### config.mk
export PLATFORM = sky130hd
export DESIGN_NAME = grid_frame_streamer_flat
export DESIGN_NICKNAME = d
export VERILOG_FILES = /design/src/rtl/grid_stream_if.sv /design/src/rtl/grid_frame_streamer.sv /design/src/flat_wrapper.sv
export SDC_FILE = /design/constraint.sdc
export NUM_CORES = 1
export LEC_CHECK = 0
export CAP_MARGIN = 20
export CORE_MARGIN = 3
export CORE_UTILIZATION = 30
export DETAILED_ROUTE_END_ITERATION = 7
export HOLD_SLACK_MARGIN = 0.05
export PLACE_DENSITY = 0.64
export SKIP_LAST_GASP = 1
export SLEW_MARGIN = 20
export SYNTH_ARGS = -nofsm -noshare
export SYNTH_HDL_FRONTEND = slang
export SYNTH_SLANG_ARGS = --single-unit
### constraint.sdc
create_clock -name clock -period 1.85 [get_ports clock]
set_input_delay 0.185 -clock clock [delete_from_list [all_inputs] [get_ports clock]]
set_output_delay 0.185 -clock clock [all_outputs]
set_load 0.05 [all_outputs]
### src/rtl/grid_stream_if.sv
// Handshake bundle between the frame source/Arduino side and grid_frame_streamer.
// The streamer connects through the slave modport; the environment uses master.
interface grid_stream_if #(
  parameter int FRAME_BITS = 256
);
  logic                  start;
  logic [FRAME_BITS-1:0] frame;
  logic                  ack_a;
  logic                  ack_b;
  logic [7:0]            data_a;
  logic [7:0]            data_b;
  logic                  req_a;
  logic                  req_b;
  logic                  busy;
  logic                  done;

  modport master (
    output start, frame, ack_a, ack_b,
    input  data_a, data_b, req_a, req_b, busy, done
  );

  modport slave (
    input  start, frame, ack_a, ack_b,
    output data_a, data_b, req_a, req_b, busy, done
  );
endinterface

### src/rtl/grid_frame_streamer.sv
// Captures one grid frame on start and streams it as bytes on two independent
// req/ack channels, each paced by an unsynchronised ack clock from an Arduino.
module grid_frame_streamer #(
  parameter int FRAME_BITS  = 256,
  parameter int SYNC_STAGES = 2
) (
  input  logic         clock,
  input  logic         reset,
  grid_stream_if.slave bus
);
  localparam int N    = FRAME_BITS / 16;
  localparam int IW   = $clog2(N) + 1;
  localparam int HALF = FRAME_BITS / 2;
  localparam logic [IW-1:0] LAST = IW'(N - 1);

  typedef enum logic [1:0] {IDLE, SEND, DONE} state_t;

  state_t                 state;
  logic [FRAME_BITS-1:0]  shadow;
  logic [IW-1:0]          idx_a;
  logic [IW-1:0]          idx_b;
  logic                   req_a;
  logic                   req_b;
  logic                   busy;
  logic                   done;

  logic [SYNC_STAGES-1:0] sync_a;
  logic [SYNC_STAGES-1:0] sync_b;
  logic                   hist_a;
  logic                   hist_b;
  logic                   edge_a;
  logic                   edge_b;
  logic [IW-2:0]          sel_a;
  logic [IW-2:0]          sel_b;

  // Ack synchronisers run in every state so edge history stays coherent.
  // NOTE: sequential state uses non-blocking assignments so every flop samples
  // the pre-edge value of its neighbours, which is what makes the chain shift.
  always_ff @(posedge clock or negedge reset) begin
    if (!reset) begin
      sync_a <= '0;
      sync_b <= '0;
      hist_a <= 1'b0;
      hist_b <= 1'b0;
    end else begin
      sync_a <= {sync_a[SYNC_STAGES-2:0], bus.ack_a};
      sync_b <= {sync_b[SYNC_STAGES-2:0], bus.ack_b};
      hist_a <= sync_a[SYNC_STAGES-1];
      hist_b <= sync_b[SYNC_STAGES-1];
    end
  end

  assign edge_a = sync_a[SYNC_STAGES-1] & ~hist_a;
  assign edge_b = sync_b[SYNC_STAGES-1] & ~hist_b;

  // NOTE: the shadow frame is a plain register bank, so it is reset along with
  // the control state; a mid-frame reset must leave no stale bytes behind.
  always_ff @(posedge clock or negedge reset) begin
    if (!reset) begin
      state  <= IDLE;
      shadow <= '0;
      idx_a  <= '0;
      idx_b  <= '0;
      req_a  <= 1'b0;
      req_b  <= 1'b0;
      busy   <= 1'b0;
      done   <= 1'b0;
    end else begin
      case (state)
        IDLE: begin
          done <= 1'b0;
          if (bus.start) begin
            shadow <= bus.frame;
            idx_a  <= '0;
            idx_b  <= '0;
            req_a  <= 1'b1;
            req_b  <= 1'b1;
            busy   <= 1'b1;
            state  <= SEND;
          end
        end
        SEND: begin
          if (!req_a && !req_b) begin
            done  <= 1'b1;
            state <= DONE;
          end else begin
            if (edge_a && req_a) begin
              idx_a <= idx_a + 1'b1;
              if (idx_a == LAST) req_a <= 1'b0;
            end
            if (edge_b && req_b) begin
              idx_b <= idx_b + 1'b1;
              if (idx_b == LAST) req_b <= 1'b0;
            end
          end
        end
        DONE: begin
          done  <= 1'b0;
          busy  <= 1'b0;
          state <= IDLE;
        end
        default: state <= IDLE;
      endcase
    end
  end

  // Index N only occurs with req low, so the wrapped low bits never reach the bus.
  assign sel_a = idx_a[IW-2:0];
  assign sel_b = idx_b[IW-2:0];

  assign bus.data_a = req_a ? shadow[8*sel_a +: 8]        : 8'h00;
  assign bus.data_b = req_b ? shadow[HALF + 8*sel_b +: 8] : 8'h00;
  assign bus.req_a  = req_a;
  assign bus.req_b  = req_b;
  assign bus.busy   = busy;
  assign bus.done   = done;
endmodule

### src/flat_wrapper.sv
// flat-port wrapper written by rule: the top's interface ports become plain ports
module grid_frame_streamer_flat 
#(
  parameter int FRAME_BITS  = 256,
  parameter int SYNC_STAGES = 2
)
  (clock, reset, bus_start, bus_frame, bus_ack_a, bus_ack_b, bus_data_a, bus_data_b, bus_req_a, bus_req_b, bus_busy, bus_done);
  grid_stream_if #(.FRAME_BITS(FRAME_BITS)) bus_i ();
  input  logic clock;
  input  logic reset;
  input wire logic [$bits(bus_i.start)-1:0] bus_start;
  input wire logic [$bits(bus_i.frame)-1:0] bus_frame;
  input wire logic [$bits(bus_i.ack_a)-1:0] bus_ack_a;
  input wire logic [$bits(bus_i.ack_b)-1:0] bus_ack_b;
  output wire logic [$bits(bus_i.data_a)-1:0] bus_data_a;
  output wire logic [$bits(bus_i.data_b)-1:0] bus_data_b;
  output wire logic [$bits(bus_i.req_a)-1:0] bus_req_a;
  output wire logic [$bits(bus_i.req_b)-1:0] bus_req_b;
  output wire logic [$bits(bus_i.busy)-1:0] bus_busy;
  output wire logic [$bits(bus_i.done)-1:0] bus_done;
  assign bus_i.start = bus_start;
  assign bus_i.frame = bus_frame;
  assign bus_i.ack_a = bus_ack_a;
  assign bus_i.ack_b = bus_ack_b;
  assign bus_data_a = bus_i.data_a;
  assign bus_data_b = bus_i.data_b;
  assign bus_req_a = bus_i.req_a;
  assign bus_req_b = bus_i.req_b;
  assign bus_busy = bus_i.busy;
  assign bus_done = bus_i.done;
  grid_frame_streamer #(.FRAME_BITS(FRAME_BITS), .SYNC_STAGES(SYNC_STAGES)) u_core (.clock(clock), .reset(reset), .bus(bus_i));
endmodule
==> reports/summary.txt <==
Sequential fraction of the synthesis area = 55.1%
HPWL after DPL = 29000 um
Failing checks = negative setup slack
Skew-Pair Late Insertion Delay = 0.52 ns
Synth cell count leaders = nand2_1 (777), dfrtp_1 (278), buf_2 (58)
Final core utilization = 44.7%
Post-synth top area cell = dfrtp_1
Clock transition at path regs = 0.06 ns
Clock skew = 0.0113 ns
Outcome = complete, but fails checks
Setup crit end kind = output pin
Antenna violations before repair = 0
First-pass GRT wire length = 62200 um
Syn_nets = 1610
Hold Crit Class = input pin to flop
Synth cell types = 36
Crit path max fanout = 6
IO Pins = 281
Total grt overflow = 0
Die area = 44600 um2
Core Box Area = 41200 um2
Most common cell in the netlist = nand2_1
Ratio of cells with drive above 1 in the final layout = 15.9%
Largest net degree at the start of global routing = 65
Final hold vios = 0
Max VDD drop = 1.68 mV
# rows = 74
Met3 GRT Util = 3.31%
Number of synthesized flops with an enable pin = 0
RSZ-0062 raised after global routing = true
Clk root buf = clkbuf_16
Final WS setup = -0.585 ns
Worst slack at placement = -0.270 ns
Total Power = 34.0 mW
Syn Std Cell Area = 12600 um2
Worst Tran Pin Value = 0.525 ns
Final worst path period share = 132%
Avg WL per Cell = 17.8 um
Vias in the first global route = 11000
Power Density = 1850 nW/um2
Routability cong. = 0.827
# clock sinks = 278
CP Launch Type = flop
Seq cells post-synth = 278
Met2 Resource Use GR = 30.2%
Initial core utilization = 30.7%
Top-area cell type share of the netlist area = 55.1%
H-tree lvl count = 2
Ys Warns = 0
Synth Flop Type = dfrtp_1
Starting DRT DRC Count = 594
WL final = 39600 um
LEAKAGE = 8.88 nW
CP Class = flop to output pin
GR Util All Layers = 17.8%
CTS tree = built
Top post-synthesis cells by area = dfrtp_1 (55%), nand2_1 (23%), mux4_2 (7.0%)
Synth Instances = 1345
Arr. time, crit path = 2.25 ns
Final setup fails = 16
Total CTS buffers = 34
Max Clock Freq = 0.411 GHz
Cell total after placement = 2143
Via total after detailed routing = 10400
Fin nets = 1930
Tmin final = 2.43 ns
Post-synth ARST share = 100%
Layout Cells excl Fill = 2221
Critical Path RT = 1.66 ns
Final Max Tran Viols = 0
DRC violations left = 0
N_diodes = 0
Met1 usage in global routing = 23.6%
Via-to-Cell Ratio = 4.67
First-pass DRT Iterations = 5
Slew headroom = 65.0%
Routed Antenna Nets = 0
Chip Height = 211 um
Bufs on Longest Clock Path = 3
Busiest grt layer = met2
Synth Area per Inst = 9.39 um2
Die X = 211 um
Max-cap violation count = 0
Syn-to-layout area delta = 45.6%
Port bufs = 280
WHS = 0.111 ns
FILL cells = 3831
[logic make-up (layout without fill, tap and decap cells)]
logic type      count (synthesis)  count (layout)  share of synthesized area, %
compound gates                 60              60                          3.05
xor+xnor                        4               4                         0.277
fa+ha+maj                       4               4                         0.396
buf+inv                        87             431                          3.90
flops                         278             278                          55.1
mux                            96              96                          12.4
simple gates                  816             816                          24.9
[worst max-delay path: stages, from the launching register on]
cell and delay [ns]:
dfrtp_2 0.44, buf_12 0.15, buf_12 0.12, buf_6 0.10, mux4_2 0.47, mux2i_4 0.18, o21ai_2 0.11, buf_12 0.16
[per-stage QoR]
| stage | TNS (ns) | cell area [um2] |
|---|---|---|
| floorplan | -0.882 | 12700 |
| global placement | -2.55 | 16600 |
| detailed placement | -3.29 | 16600 |
| CTS | -9.19 | 18300 |
| global route | -9.56 | 18400 |
| finish | -8.18 | 18400 |
[path summary, 6_finish.rpt]
path                                   from                 end  slack [ns]  cells after the start
max reg2reg                 u_core.idx_b[0]     u_core.idx_b[4]        0.09                      7
min in group asynchronous             reset  u_core.shadow[243]        0.22                      2
min                               bus_ack_a    u_core.sync_a[0]        0.11                      1
min reg2reg                u_core.sync_a[0]    u_core.sync_a[1]        0.35                      0
max                         u_core.idx_b[0]       bus_data_b[5]       -0.58                      7
max in group asynchronous             reset  u_core.shadow[108]        0.93                      3
[registers in the layout (all words and copies together), names as in the netlist]
signal            flops
u_core.shadow       256
u_core.idx_a          5
u_core.idx_b          5
u_core.state          2
u_core.sync_a         2
u_core.sync_b         2
u_core.bus.busy       1
u_core.bus.done       1
u_core.bus.req_a      1
u_core.bus.req_b      1
u_core.hist_a         1
u_core.hist_b         1
[placed cells by master, fill, tap and decap left out, types with 7 or more instances in the layout]
| cell | count |
|---|---|
| nand2_1 | 776 |
| dfrtp_1 | 274 |
| clkdlybuf4s50_1 | 259 |
| buf_4 | 57 |
| mux4_2 | 44 |
| mux2i_1 | 39 |
| buf_12 | 38 |
| clkbuf_16 | 37 |
| nand3_1 | 13 |
| o21ai_4 | 12 |
| o21ai_2 | 12 |
| buf_6 | 11 |
| o21ai_1 | 9 |
| a221oi_2 | 8 |
| a221oi_1 | 8 |
| clkbuf_8 | 8 |
| bufinv_16 | 7 |
[per-layer routing]
metal	vias to the layer above	wire length, um	share of wire, %
met5	-	0	0
met4	0	963	2.4
met3	59	2220	5.6
met2	326	19300	49
met1	5023	17100	43
li1	4954	-	-
[layout make-up]
| class | count | area, um2 | area share, % |
|---|---|---|---|
| Timing Repair Buffer | 368 | 3960 | 21.5 |
| Multi-Input combinational cell | 980 | 5510 | 29.9 |
| Inverter | 3 | 11.3 | 0.0612 |
| Tap cell | 532 | 666 | 3.62 |
| Clock inverter | 14 | 250 | 1.36 |
| Clock buffer | 46 | 1040 | 5.65 |
| Sequential cell | 278 | 6960 | 37.8 |
[power by group]
part           internal (mW)  switching [mW]
logic                   7.64            8.16
clock network           4.91            2.63
registers               8.84            1.84
[what timing repair did]
action	in CTS	in global routing
hold endpoints to repair	92	0
pin swaps	6	4
setup endpoints to repair	16	17
cloned	1	0
buffers inserted	13	3
gates resized for setup	75	12
hold buffers	1	0
Note: power is estimated with default switching activity, not from simulation.
